==> src/rtl/pleasure_level.sv <==
// pleasure_level
//   Integrates pleasure_inc / pleasure_dec requests from the pleasure regulator
//   into a saturating level. Steps are rate-limited by a hold-off window, and
//   the level decays one step toward NEUTRAL after DECAY_TICKS idle ticks.
//
// Ports
//   clk            system clock
//   rst            synchronous, active-high reset
//   tick           time-base strobe; level/counters only update when tick=1
//   pleasure_inc   increase request (level or pulse), latched until a tick
//   pleasure_dec   decrease request (level or pulse), latched until a tick
//   level          registered pleasure level, 0 .. 2^WIDTH-1
//   mood           00 unhappy, 01 neutral, 10 happy, 11 ecstatic
//   level_changed  one-cycle pulse after any change of level
module pleasure_level #(
    parameter int WIDTH       = 4,
    parameter int NEUTRAL     = 8,
    parameter int LOW_TH      = 5,
    parameter int HIGH_TH     = 11,
    parameter int HOLDOFF     = 2,
    parameter int DECAY_TICKS = 16
) (
    input  logic             clk,
    input  logic             rst,
    input  logic             tick,
    input  logic             pleasure_inc,
    input  logic             pleasure_dec,
    output logic [WIDTH-1:0] level,
    output logic [1:0]       mood,
    output logic             level_changed
);

    localparam int DECAY_W = $clog2(DECAY_TICKS);
    // A zero hold-off still needs a 1-bit counter that simply never loads.
    localparam int HOLD_W  = (HOLDOFF > 0) ? $clog2(HOLDOFF + 1) : 1;

    localparam logic [WIDTH-1:0]   LVL_MAX     = '1;
    localparam logic [WIDTH-1:0]   LVL_NEUTRAL = WIDTH'(NEUTRAL);
    localparam logic [WIDTH-1:0]   LVL_LOW     = WIDTH'(LOW_TH);
    localparam logic [WIDTH-1:0]   LVL_HIGH    = WIDTH'(HIGH_TH);
    localparam logic [DECAY_W-1:0] DECAY_LAST  = DECAY_W'(DECAY_TICKS - 1);
    localparam logic [HOLD_W-1:0]  HOLD_LOAD   = HOLD_W'(HOLDOFF);

    logic               pend_inc, pend_dec;
    logic [HOLD_W-1:0]  hold_cnt;
    logic [DECAY_W-1:0] decay_cnt;

    logic               pend_inc_nxt, pend_dec_nxt;
    logic [HOLD_W-1:0]  hold_nxt;
    logic [DECAY_W-1:0] decay_nxt;
    logic [WIDTH-1:0]   level_nxt;
    logic               changed_nxt;
    logic               eff_inc, eff_dec;
    logic [WIDTH-1:0]   stepped;

    // One saturating step up or down; returns the input unchanged at a bound.
    function automatic logic [WIDTH-1:0] sat_step(input logic [WIDTH-1:0] cur,
                                                  input logic             up);
        if (up)
            return (cur == LVL_MAX) ? cur : cur + 1'b1;
        else
            return (cur == '0) ? cur : cur - 1'b1;
    endfunction

    always_comb begin
        // A request arriving on the tick cycle itself is honoured.
        eff_inc      = pend_inc | pleasure_inc;
        eff_dec      = pend_dec | pleasure_dec;
        pend_inc_nxt = eff_inc;
        pend_dec_nxt = eff_dec;
        hold_nxt     = hold_cnt;
        decay_nxt    = decay_cnt;
        level_nxt    = level;
        changed_nxt  = 1'b0;
        stepped      = level;

        if (tick) begin
            if (hold_cnt != '0) begin
                // Pending requests wait out the window; decay is frozen.
                hold_nxt = hold_cnt - 1'b1;
            end else if (eff_inc && eff_dec) begin
                pend_inc_nxt = 1'b0;
                pend_dec_nxt = 1'b0;
                decay_nxt    = '0;
            end else if (eff_inc || eff_dec) begin
                pend_inc_nxt = 1'b0;
                pend_dec_nxt = 1'b0;
                decay_nxt    = '0;
                stepped      = sat_step(level, eff_inc);
                // Hitting a bound is not a step: no hold-off, no pulse.
                if (stepped != level) begin
                    level_nxt   = stepped;
                    hold_nxt    = HOLD_LOAD;
                    changed_nxt = 1'b1;
                end
            end else if (decay_cnt == DECAY_LAST) begin
                decay_nxt = '0;
                if (level != LVL_NEUTRAL) begin
                    level_nxt   = sat_step(level, level < LVL_NEUTRAL);
                    changed_nxt = 1'b1;
                end
            end else begin
                decay_nxt = decay_cnt + 1'b1;
            end
        end
    end

    always_ff @(posedge clk) begin
        if (rst) begin
            pend_inc      <= 1'b0;
            pend_dec      <= 1'b0;
            hold_cnt      <= '0;
            decay_cnt     <= '0;
            level         <= LVL_NEUTRAL;
            level_changed <= 1'b0;
        end else begin
            pend_inc      <= pend_inc_nxt;
            pend_dec      <= pend_dec_nxt;
            hold_cnt      <= hold_nxt;
            decay_cnt     <= decay_nxt;
            level         <= level_nxt;
            level_changed <= changed_nxt;
        end
    end

    always_comb begin
        if (level == LVL_MAX)
            mood = 2'b11;
        else if (level >= LVL_HIGH)
            mood = 2'b10;
        else if (level <= LVL_LOW)
            mood = 2'b00;
        else
            mood = 2'b01;
    end

endmodule
==> config.mk <==
export PLATFORM = sky130hd
export DESIGN_NAME = pleasure_level
export DESIGN_NICKNAME = d
export VERILOG_FILES = /design/src/rtl/pleasure_level.sv
export SDC_FILE = /design/constraint.sdc
export NUM_CORES = 1
export LEC_CHECK = 0
export CAP_MARGIN = 20
export CORE_UTILIZATION = 50
export CTS_BUF_LIST = sky130_fd_sc_hd__clkbuf_8
export DETAILED_ROUTE_END_ITERATION = 8
export PLACE_DENSITY = 0.79
export SLEW_MARGIN = 20
export SYNTH_ARGS = -nofsm -noshare
export SYNTH_HDL_FRONTEND = slang
export SYNTH_SLANG_ARGS = --single-unit
==> constraint.sdc <==
create_clock -name clk -period 2 [get_ports clk]
set_clock_uncertainty 0.15 [all_clocks]
set_input_delay 0.4 -clock clk [delete_from_list [all_inputs] [get_ports clk]]
set_output_delay 0.4 -clock clk [all_outputs]
set_load 0.03 [all_outputs]
Word level (Yosys, flattened, before mapping)
Cells that the tools add are included.
{"block": "op_classes", "add_sub_neg": 4, "order_cmp": 3, "eq_ne": 6, "mux": 34, "bitwise": 5, "reduce_logical": 12}
{"op": "$mux W4", "n": 15}
{"op": "$mux W1", "n": 13}
{"op": "$mux W2", "n": 6}
{"op": "$reduce_bool A2 Y1", "n": 5}
{"op": "$add A4 B1 Y4 const B", "n": 2}
{"op": "$eq A4 B4 Y1 const B", "n": 2}
{"op": "$reduce_and A6 Y1", "n": 1}
{"op": "$ge A4 B4 Y1 const B", "n": 1}
{"op": "$le A4 B3 Y1 const B", "n": 1}
{"op": "$logic_not A4 Y1", "n": 1}
{"op": "$lt A4 B4 Y1 const B", "n": 1}
{"op": "$ne A4 B4 Y1", "n": 1}
{"op": "$ne A4 B4 Y1 const B", "n": 1}
{"op": "$reduce_and A4 Y1", "n": 1}
{"op": "$reduce_or A4 Y1", "n": 1}
{"op": "$sub A4 B1 Y4 const B", "n": 1}
{"op": "$not A1 Y1", "n": 3}
{"op": "$ne A2 B1 Y1 const B", "n": 1}
{"op": "$ne A2 B2 Y1 const B", "n": 1}
{"op": "$or A1 B1 Y1", "n": 2}
{"op": "$reduce_and A2 Y1", "n": 1}
{"op": "$sub A2 B1 Y2 const B", "n": 1}
{"op": "$logic_and A1 B1 Y1", "n": 1}
{"op": "$logic_or A1 B1 Y1", "n": 1}
{"block": "totals", "reg_bits": 13, "output_inout_bits": 7}

Depth between registers and ports, before layout
Gate-level depths: netlist of the first run.
{"block": "logic_depth", "depth_word": 12, "depth_mapped": 7}

Least setup slack after synthesis of the first run
No wires, ideal clock.
{"block": "synth_path", "path_kind": "register to output", "start": "register level[3]", "end": "output mood[0]", "arrival_ns": 1.790, "setup_slack_ns": -0.340, "stages_incl_launch_ff": 4, "path_cell_list": "dfxtp_1 clkbuf_1 inv_1 o31ai_1"}
{"block": "synth_between", "elab_chain_len": 4, "word_cells_on_any_way": 6}
{"item": "start: declaration", "line_no": "28", "text": "output logic [WIDTH-1:0] level,"}
{"item": "start signal: assignment", "line_no": "121", "text": "level <= level_nxt;"}
{"item": "$le A4 B3 Y1", "line_no": "131", "text": "else if (level <= LVL_LOW)"}
{"item": "$mux W1", "line_no": "131"}
{"item": "$mux W2", "line_no": "129", "text": "else if (level >= LVL_HIGH)"}
{"item": "$mux W2 (*)", "line_no": "127", "text": "if (level == LVL_MAX)"}
{"item": "end: declaration", "line_no": "29", "text": "output logic [1:0] mood,"}
Every way passes the cells marked *; elsewhere a longest branch is shown, timed or not.

Worst setup path in the final report of the first run
{"block": "layout_path", "start": "input pleasure_inc", "end": "register level[3]"}
{"block": "layout_between", "elab_chain_len": 9, "word_cells_on_any_way": 16}
{"item": "start: declaration", "line_no": "26", "text": "input logic pleasure_inc,"}
{"item": "$or A1 B1 Y1 (*)", "line_no": "67", "text": "eff_inc = pend_inc | pleasure_inc;"}
{"item": "$mux W4", "line_no": "59", "text": "if (up)"}
{"item": "$mux W4", "line_no": "85", "text": "end else if (eff_inc || eff_dec) begin"}
{"item": "$mux W4", "line_no": "81", "text": "end else if (eff_inc && eff_dec) begin"}
{"item": "$mux W4", "line_no": "78", "text": "if (hold_cnt != '0) begin"}
{"item": "$mux W4", "line_no": "77", "text": "if (tick) begin"}
{"item": "$ne A4 B4 Y1", "line_no": "91", "text": "if (stepped != level) begin"}
{"item": "$ne A2 B1 Y1 (no source line)"}
{"item": "$reduce_and A6 Y1 (no source line)"}
Every way passes the cells marked *; elsewhere a longest branch is shown, timed or not. The select of a mux whose other input is x is not followed.
A chain may end at the register's enable or synchronous reset.

==> qor.json, run 1 <==
{
  "status": "completed",
  "ctsLongestPathBuffers": 2,
  "synth.area.top_cells": "sky130_fd_sc_hd__dfxtp_1 (31%), sky130_fd_sc_hd__ha_1 (8.8%), sky130_fd_sc_hd__nor2_1 (5.3%)",
  "finalCriticalPeriod_ns": 1.96,
  "top_level_ports": 12,
  "max-vdd-ir-drop_mv": 0.606,
  "critical_path.cell_chain": "dlygate4sd2_1 -> or4_4 -> a211oi_4 -> a211oi_4 -> o21a_1 -> a211o_1",
  "cts_hold_buf": 0,
  "cp_slowest_cell": "sky130_fd_sc_hd__or4_4",
  "synth.cell_area_um2": 852,
  "detail_route.wirelength_um": 2280,
  "vias": 933,
  "flow.area_growth_from_synthesis_pct": 47.4,
  "crit_required_ns": 1.98,
  "fin_crit_sh_pct": 98.0,
  "cts_num_sinks": 13,
  "critPathMaxStageDelay_ns": 0.54,
  "finalInstanceArea_um2": 1260,
  "gr-total-overflow": 0,
  "worst-setup-path-type": "primary input to flip-flop",
  "synth_nets": 119,
  "postSynthAreaPerCell_um2": 7.89,
  "gp_congestion": 0.923,
  "synth_top_flop_cell": "sky130_fd_sc_hd__dfxtp_1",
  "track_usage_pct": 27.1,
  "pre_cts_ws_ns": -0.454,
  "initial_util_pct": 55.3,
  "drt_pre_antenna_iters": 4,
  "max_slew_margin_pct": 65.3,
  "clockRootBuffer": "sky130_fd_sc_hd__clkbuf_8",
  "timing.setup.tns_ns": 0,
  "power.leakage_nw": 0.510,
  "design.core.area_um2": 1540,
  "tightest_slew_ns": 0.519,
  "postRouteAntennaNets": 0,
  "finalHoldViolCount": 0,
  "mostFrequentLayoutCell": "sky130_fd_sc_hd__buf_4",
  "die_x_um": 43.3,
  "cts_htree_levels": 1,
  "synthDistinctLibCells": 39,
  "yosysSeqAreaShare_pct": 30.5,
  "holdCritPathClass": "flip-flop to flip-flop",
  "clk_latency_ns": 0.24,
  "synth-edff-count": 0,
  "final.setup.worst_slack_ns": 0.0403,
  "postSynth.asyncResetShare_pct": 0,
  "first_pass_grt_wire_length_um": 3860,
  "grt_start_max_net_pins": 14,
  "tritoncts": "yes",
  "critical_path.endpoint_type": "flip-flop",
  "drive_above_1_share_pct": 37.0,
  "drt_drc_violations_left": 0,
  "max_cap_violations": 0,
  "layout_common_cells": "sky130_fd_sc_hd__buf_4 (20), sky130_fd_sc_hd__nor2_1 (11), sky130_fd_sc_hd__nand2_1 (8), sky130_fd_sc_hd__a21oi_1 (7), sky130_fd_sc_hd__dfxtp_1 (7)",
  "antenna_found_initial": 0,
  "crit_path_start_kind": "primary input",
  "floorplan.die_area_um2": 1870,
  "critPathLaunch": "pleasure_inc",
  "post_synth_inst_count": 108,
  "final_net_count": 150,
  "pwr_density_cell_nw_per_um2": 679,
  "timing_max_transition_violations_final": 0,
  "quantity_of_i_o_buffers_inserted_on_ports": 11,
  "maximum_operating_frequency_ghz": 0.510,
  "worst_path_clk_slew_ns": 0.05,
  "via_count_of_the_first_global_routing_pass": 910,
  "die-height_um": 43.3,
  "layoutNonFillerInstCount": 154,
  "rsz0062_at_grt": "yes",
  "drt_iter0_drc": 34,
  "dpl.hpwl_um": 1540,
  "synth_top_area_cell": "sky130_fd_sc_hd__dfxtp_1",
  "postPlaceCellArea_um2": 1100,
  "critPathMostFrequentCell": "sky130_fd_sc_hd__a211oi_4",
  "n_antenna_cell": 0,
  "critPathMaxFanout": 7,
  "synth.ff_latch_count": 13,
  "cts-buffers-inserted": 3,
  "hold_start": "decay_cnt[1]",
  "post-synth-top-area-fraction_pct": 30.5,
  "finalSetupViolCount": 0,
  "routedWlPerCell_um": 14.8,
  "floorplan.rows": 14,
  "cp_data_arrival_time_ns": 1.94,
  "timing.rr.start": "decay_cnt[1]",
  "routed_via_density": 6.06,
  "synthesis.yosys.warnings": 0,
  "placed_cells_incl_taps": 145
}
[sequential cells by signal, summed over array words and instances, names as in the netlist]
signal / cells
hold_cnt: 2
pend_inc: 1
decay_cnt: 4
level: 4
level_changed: 1
pend_dec: 1
[cell type report]
type	count	area, um2
Multi-Input combinational cell	83	629
Clock buffer	3	41.3
Fill cell	96	285
Clock inverter	1	3.75
Sequential cell	13	273
Tap cell	16	20.0
Inverter	7	26.3
Timing Repair Buffer	31	263
[Yosys cell counts (all sizes together) (2+ instances only)]
cell and instances:
dfxtp 13, nor2 12, nand2 10, a21oi 7, inv 7, ha 6
o21ai 6, nand3 4, nor3 4, a211oi 3, buf 3, o31ai 3
and3 2, clkbuf 2, mux2i 2, nor4 2, o211ai 2, o311ai 2
or2 2, or4 2
[stage by stage]
step	util, %	total power, mW	hold slack [ns]
global placement	71.7	0.574	0.316
floorplan	-	0.488	0.299
detailed placement	71.7	0.579	0.341
CTS	77.5	0.826	0.361
global route	81.5	0.897	0.366
finish	81.5	0.853	0.352
[repair_timing]
action                                 CTS  global route
resized for setup                        8            15
endpoints found under the hold margin    0             0
pin swaps                                4             5
cloned                                   0             0
setup buffers                            3             2
setup endpoints to repair                8             7
[metal layers]
metal,GRT usage [%],part of all wire [%],vias to the layer above
met4,9.09,0,0
met5,0,0,-
met1,34.1,45,461
met3,4.68,3.4,0
met2,46.0,51,21
li1,-,-,451
[path summary, 6_finish.rpt]
| check | to | slack [ns] | cells past startpoint |
|---|---|---|---|
| max | level[3] | 0.04 | 6 |
| min | decay_cnt[1] | 0.35 | 2 |
| max reg2reg | level[3] | 0.05 | 6 |
| min reg2reg | decay_cnt[1] | 0.35 | 2 |
[critical path, delay by kind of cell]
| kind | cells | cell delay [ns] |
|---|---|---|
| buffers and inverters | 1 | 0.26 |
| AOI/OAI and AO/OA | 4 | 0.74 |
| and+or+nand+nor | 1 | 0.54 |
[cells by family after synthesis]
logic type	synth area share [%]
AO/OA/AOI/OAI	25.3
multiplexers	3.67
XOR/XNOR	1.03
adder cells (fa/ha/maj)	8.81
buffers and inverters	5.73
AND/OR/NAND/NOR	25.0
flip-flops	30.5
[where the power goes]
part / switching (mW) / internal (mW) / total [mW]
clock: 0.0907 / 0.135 / 0.226
sequential: 0.0251 / 0.279 / 0.304
combinational: 0.170 / 0.153 / 0.323
No activity file was read; power rests on OpenSTA's default activity.
==> inputs of run 2 (changes only) <==
--- a/config.mk
+++ b/config.mk
@@ -6,7 +6,9 @@
 export NUM_CORES = 1
 export LEC_CHECK = 0
 export CAP_MARGIN = 20
-export CORE_UTILIZATION = 50
+export CELL_PAD_IN_SITES_DETAIL_PLACEMENT = 0
+export CELL_PAD_IN_SITES_GLOBAL_PLACEMENT = 1
+export CORE_UTILIZATION = 37
 export CTS_BUF_LIST = sky130_fd_sc_hd__clkbuf_8
 export DETAILED_ROUTE_END_ITERATION = 8
 export PLACE_DENSITY = 0.79
==> run 2 against run 1 <==
Against the previous run: clock-buffer cell count unchanged; fmax is 0.81% lower; clock power about the same.
==> qor.json, run 2 (synthesized netlist as in run 1, its figures left out) <==
{
  "timing.rr.start": "level[0]",
  "first_pass_grt_wire_length": {"value": 3480, "unit": "um", "change": "-9.8%"},
  "top_level_ports": {"value": 12, "change": "unchanged"},
  "num-fill-cells": {"value": 205, "change": "+110%"},
  "cts-buffers-inserted": {"value": 3, "change": "unchanged"},
  "critical_path.endpoint_type": "output port",
  "gp_congestion": {"value": 0.837, "change": "-9.3%"},
  "tightest_slew": {"value": 0.479, "unit": "ns", "change": "-0.0397 ns"},
  "rsz0062_at_grt": "yes",
  "layout_top_registers": "decay_cnt x4, level x4, hold_cnt x2",
  "antenna_found_initial": {"value": 0, "change": "unchanged"},
  "dpl.hpwl": {"value": 1500, "unit": "um", "change": "-2.9%"},
  "final_net_count": {"value": 146, "change": "-2.7%"},
  "worst_hold_path.endpoint": "decay_cnt[1]",
  "drive_above_1_share": {"value": 34.3, "unit": "%", "change": "-2.6 points"},
  "max_slew_margin": {"value": 68.0, "unit": "%", "change": "+2.7 points"},
  "mostFrequentLayoutCell": "sky130_fd_sc_hd__buf_4",
  "floorplan.rows": {"value": 17, "change": "+3"},
  "vias": {"value": 872, "change": "-6.5%"},
  "timing_max_transition_violations_final": {"value": 0, "change": "unchanged"},
  "gr-total-overflow": {"value": 0, "change": "unchanged"},
  "power.leakage": {"value": 0.473, "unit": "nW", "change": "-7.3%"},
  "cts_htree_levels": {"value": 1, "change": "unchanged"},
  "layout.area.seq": {"value": 270, "unit": "um2", "change": "-0.92%"},
  "finalHoldViolCount": {"value": 0, "change": "unchanged"},
  "hold_start": "decay_cnt[1]",
  "drt_drc_violations_left": {"value": 0, "change": "unchanged"},
  "n_antenna_cell": {"value": 0, "change": "unchanged"},
  "initial_util": {"value": 38.9, "unit": "%", "change": "-16 points"},
  "drt_iter0_drc": {"value": 14, "change": "-59%"},
  "die_x": {"value": 50.0, "unit": "um", "change": "+16%"},
  "track_usage": {"value": 18.1, "unit": "%", "change": "-9.0 points"},
  "routedWlPerCell": {"value": 12.6, "unit": "um", "change": "-15%"},
  "tritoncts": "yes",
  "worst_path_clk_slew": {"value": 0.06, "unit": "ns", "change": "about the same"},
  "clockRootBuffer": "sky130_fd_sc_hd__clkbuf_8",
  "finalCriticalPeriod": {"value": 1.98, "unit": "ns", "change": "+0.0159 ns"},
  "multi_input_area": {"value": 643, "unit": "um2", "change": "+2.2%"},
  "maximum_operating_frequency": {"value": 0.506, "unit": "GHz", "change": "-0.81%"},
  "holdCritPathClass": "flip-flop to flip-flop",
  "grt_start_max_net_pins": {"value": 14, "change": "unchanged"},
  "floorplan.die_area": {"value": 2500, "unit": "um2", "change": "+33%"},
  "final_util": {"value": 57.2, "unit": "%", "change": "-24 points"},
  "cts_num_sinks": {"value": 13, "change": "unchanged"},
  "cp_data_arrival_time": {"value": 1.43, "unit": "ns", "change": "-0.51 ns"},
  "endpoint_of_the_worst_slack_reg_to_reg_timing_path": "level[3]",
  "design.core.area": {"value": 2190, "unit": "um2", "change": "+42%"},
  "max_cap_violations": {"value": 0, "change": "unchanged"},
  "register_to_register_setup_slack": {"value": 0.08, "unit": "ns", "change": "+0.03 ns"},
  "routed_via_density": {"value": 5.38, "change": "-11%"},
  "max-vdd-ir-drop": {"value": 0.491, "unit": "mV", "change": "-19%"},
  "worst_hold_path.num_cells": {"value": 2, "change": "unchanged"},
  "critPathMaxFanout": {"value": 8, "change": "+1"},
  "flow.area_growth_from_synthesis_pct": 47.1,
  "crit_path_start_kind": "flip-flop",
  "r2r_cells": {"value": 6, "change": "unchanged"},
  "clk_latency": {"value": 0.24, "unit": "ns", "change": "about the same"},
  "drt_pre_antenna_iters": {"value": 4, "change": "unchanged"},
  "die-height": {"value": 50.0, "unit": "um", "change": "+16%"},
  "status": "completed",
  "layout_common_cells": "sky130_fd_sc_hd__buf_4 (15), sky130_fd_sc_hd__nor2_1 (11), sky130_fd_sc_hd__nand2_1 (10), sky130_fd_sc_hd__dfxtp_1 (9), sky130_fd_sc_hd__a21oi_1 (7)",
  "ctsLongestPathBuffers": {"value": 2, "change": "unchanged"},
  "pwr_density_cell": {"value": 673, "unit": "nW/um2", "change": "-0.79%"},
  "pre_cts_ws": {"value": -0.448, "unit": "ns", "change": "+0.00614 ns"},
  "crit_required": {"value": 1.45, "unit": "ns", "change": "-0.53 ns"},
  "worst-setup-path-type": "flip-flop to output port",
  "fin_crit_sh": {"value": 98.8, "unit": "%", "change": "+0.80 points"},
  "final.setup.worst_slack": {"value": 0.0244, "unit": "ns", "change": "-0.0159 ns"},
  "postRouteAntennaNets": {"value": 0, "change": "unchanged"},
  "detail_route.wirelength": {"value": 2040, "unit": "um", "change": "-10%"},
  "finalSetupViolCount": {"value": 0, "change": "unchanged"},
  "quantity_of_i_o_buffers_inserted_on_ports": {"value": 11, "change": "unchanged"},
  "design_power_total": {"value": 844, "unit": "uW", "change": "-0.99%"},
  "via_count_of_the_first_global_routing_pass": {"value": 807, "change": "-11%"}
}
==> run 2: changes by cell type in the layout (fill, tap and decap cells not counted), moves of 2 or more <==
| cell | before | now |
|---|---|---|
| sky130_fd_sc_hd__nand2_2 | 2 | 0 |
| sky130_fd_sc_hd__dfxtp_1 | 7 | 9 |
| sky130_fd_sc_hd__buf_4 | 20 | 15 |
| sky130_fd_sc_hd__nand2_1 | 8 | 10 |
| sky130_fd_sc_hd__dfxtp_2 | 4 | 2 |
==> run 2: area by class of cell <==
cell class | instances | share of cell area [%]
clock inverters | 1 | 0.299
inverters | 7 | 2.10
flip-flops and latches | 13 | 21.6
clock buffers | 3 | 3.29
repair buffers | 27 | 18.7
well taps | 28 | 2.79
multi-input cells | 83 | 51.3
==> run 2: repair_timing <==
item / 4_1_cts / 5_1_grt
gates cloned: 0 / 0
resized for setup: 17 / 6
hold buffers: 0 / 0
setup endpoints to repair: 9 / 4
setup buffers: 0 / 1
endpoints found under the hold margin: 0 / 0
pin swaps: 5 / 8
==> run 2: power breakdown <==
group | leakage, nW | switching [mW] | internal (mW)
registers | 0.108 | 0.0287 | 0.279
logic | 0.338 | 0.161 | 0.153
clock network | 0.0269 | 0.0882 | 0.135
total | 0.473 | 0.277 | 0.567
==> run 2: worst max-delay path: stages, from the launching register on <==
cell                      delay, ns
sky130_fd_sc_hd__dfxtp_4       0.41
sky130_fd_sc_hd__inv_2         0.06
sky130_fd_sc_hd__ha_4          0.17
sky130_fd_sc_hd__o31ai_2       0.20
sky130_fd_sc_hd__nand2_1       0.12
sky130_fd_sc_hd__o31ai_4       0.07
sky130_fd_sc_hd__buf_6         0.16
==> run 2: worst max path at each step <==
stage | from | endpoint | slack, ns | depth (start not counted)
5_1_grt | level[0] | mood[0] | -0.05 | 6
6_report | level[0] | mood[0] | 0.02 | 6
3_5_place_dp | pleasure_inc | level[3] | -0.45 | 6
2_1_floorplan | pleasure_inc | level[3] | 0.0005 | 6
4_1_cts | decay_cnt[0] | level[3] | 0.005 | 6
3_3_place_gp | pleasure_inc | level[3] | -0.42 | 6
==> run 2: through the flow <==
step                instance area, um2  instances  hold WS, ns  setup TNS [ns]
finish                            1250        162        0.329               0
global route                      1250        162        0.364         -0.0662
CTS                               1230        161        0.331               0
detailed placement                1120        157        0.323           -3.05
global placement                  1120        157        0.315           -2.81
floorplan                          897        108        0.299               0
==> run 2: per-layer routing <==
metal,global-route usage [%],vias up,wire length (um)
met2,29.8,9,990
li1,-,448,-
met5,0,-,0
met3,1.85,2,31
met4,8.10,0,10
met1,23.3,413,1010
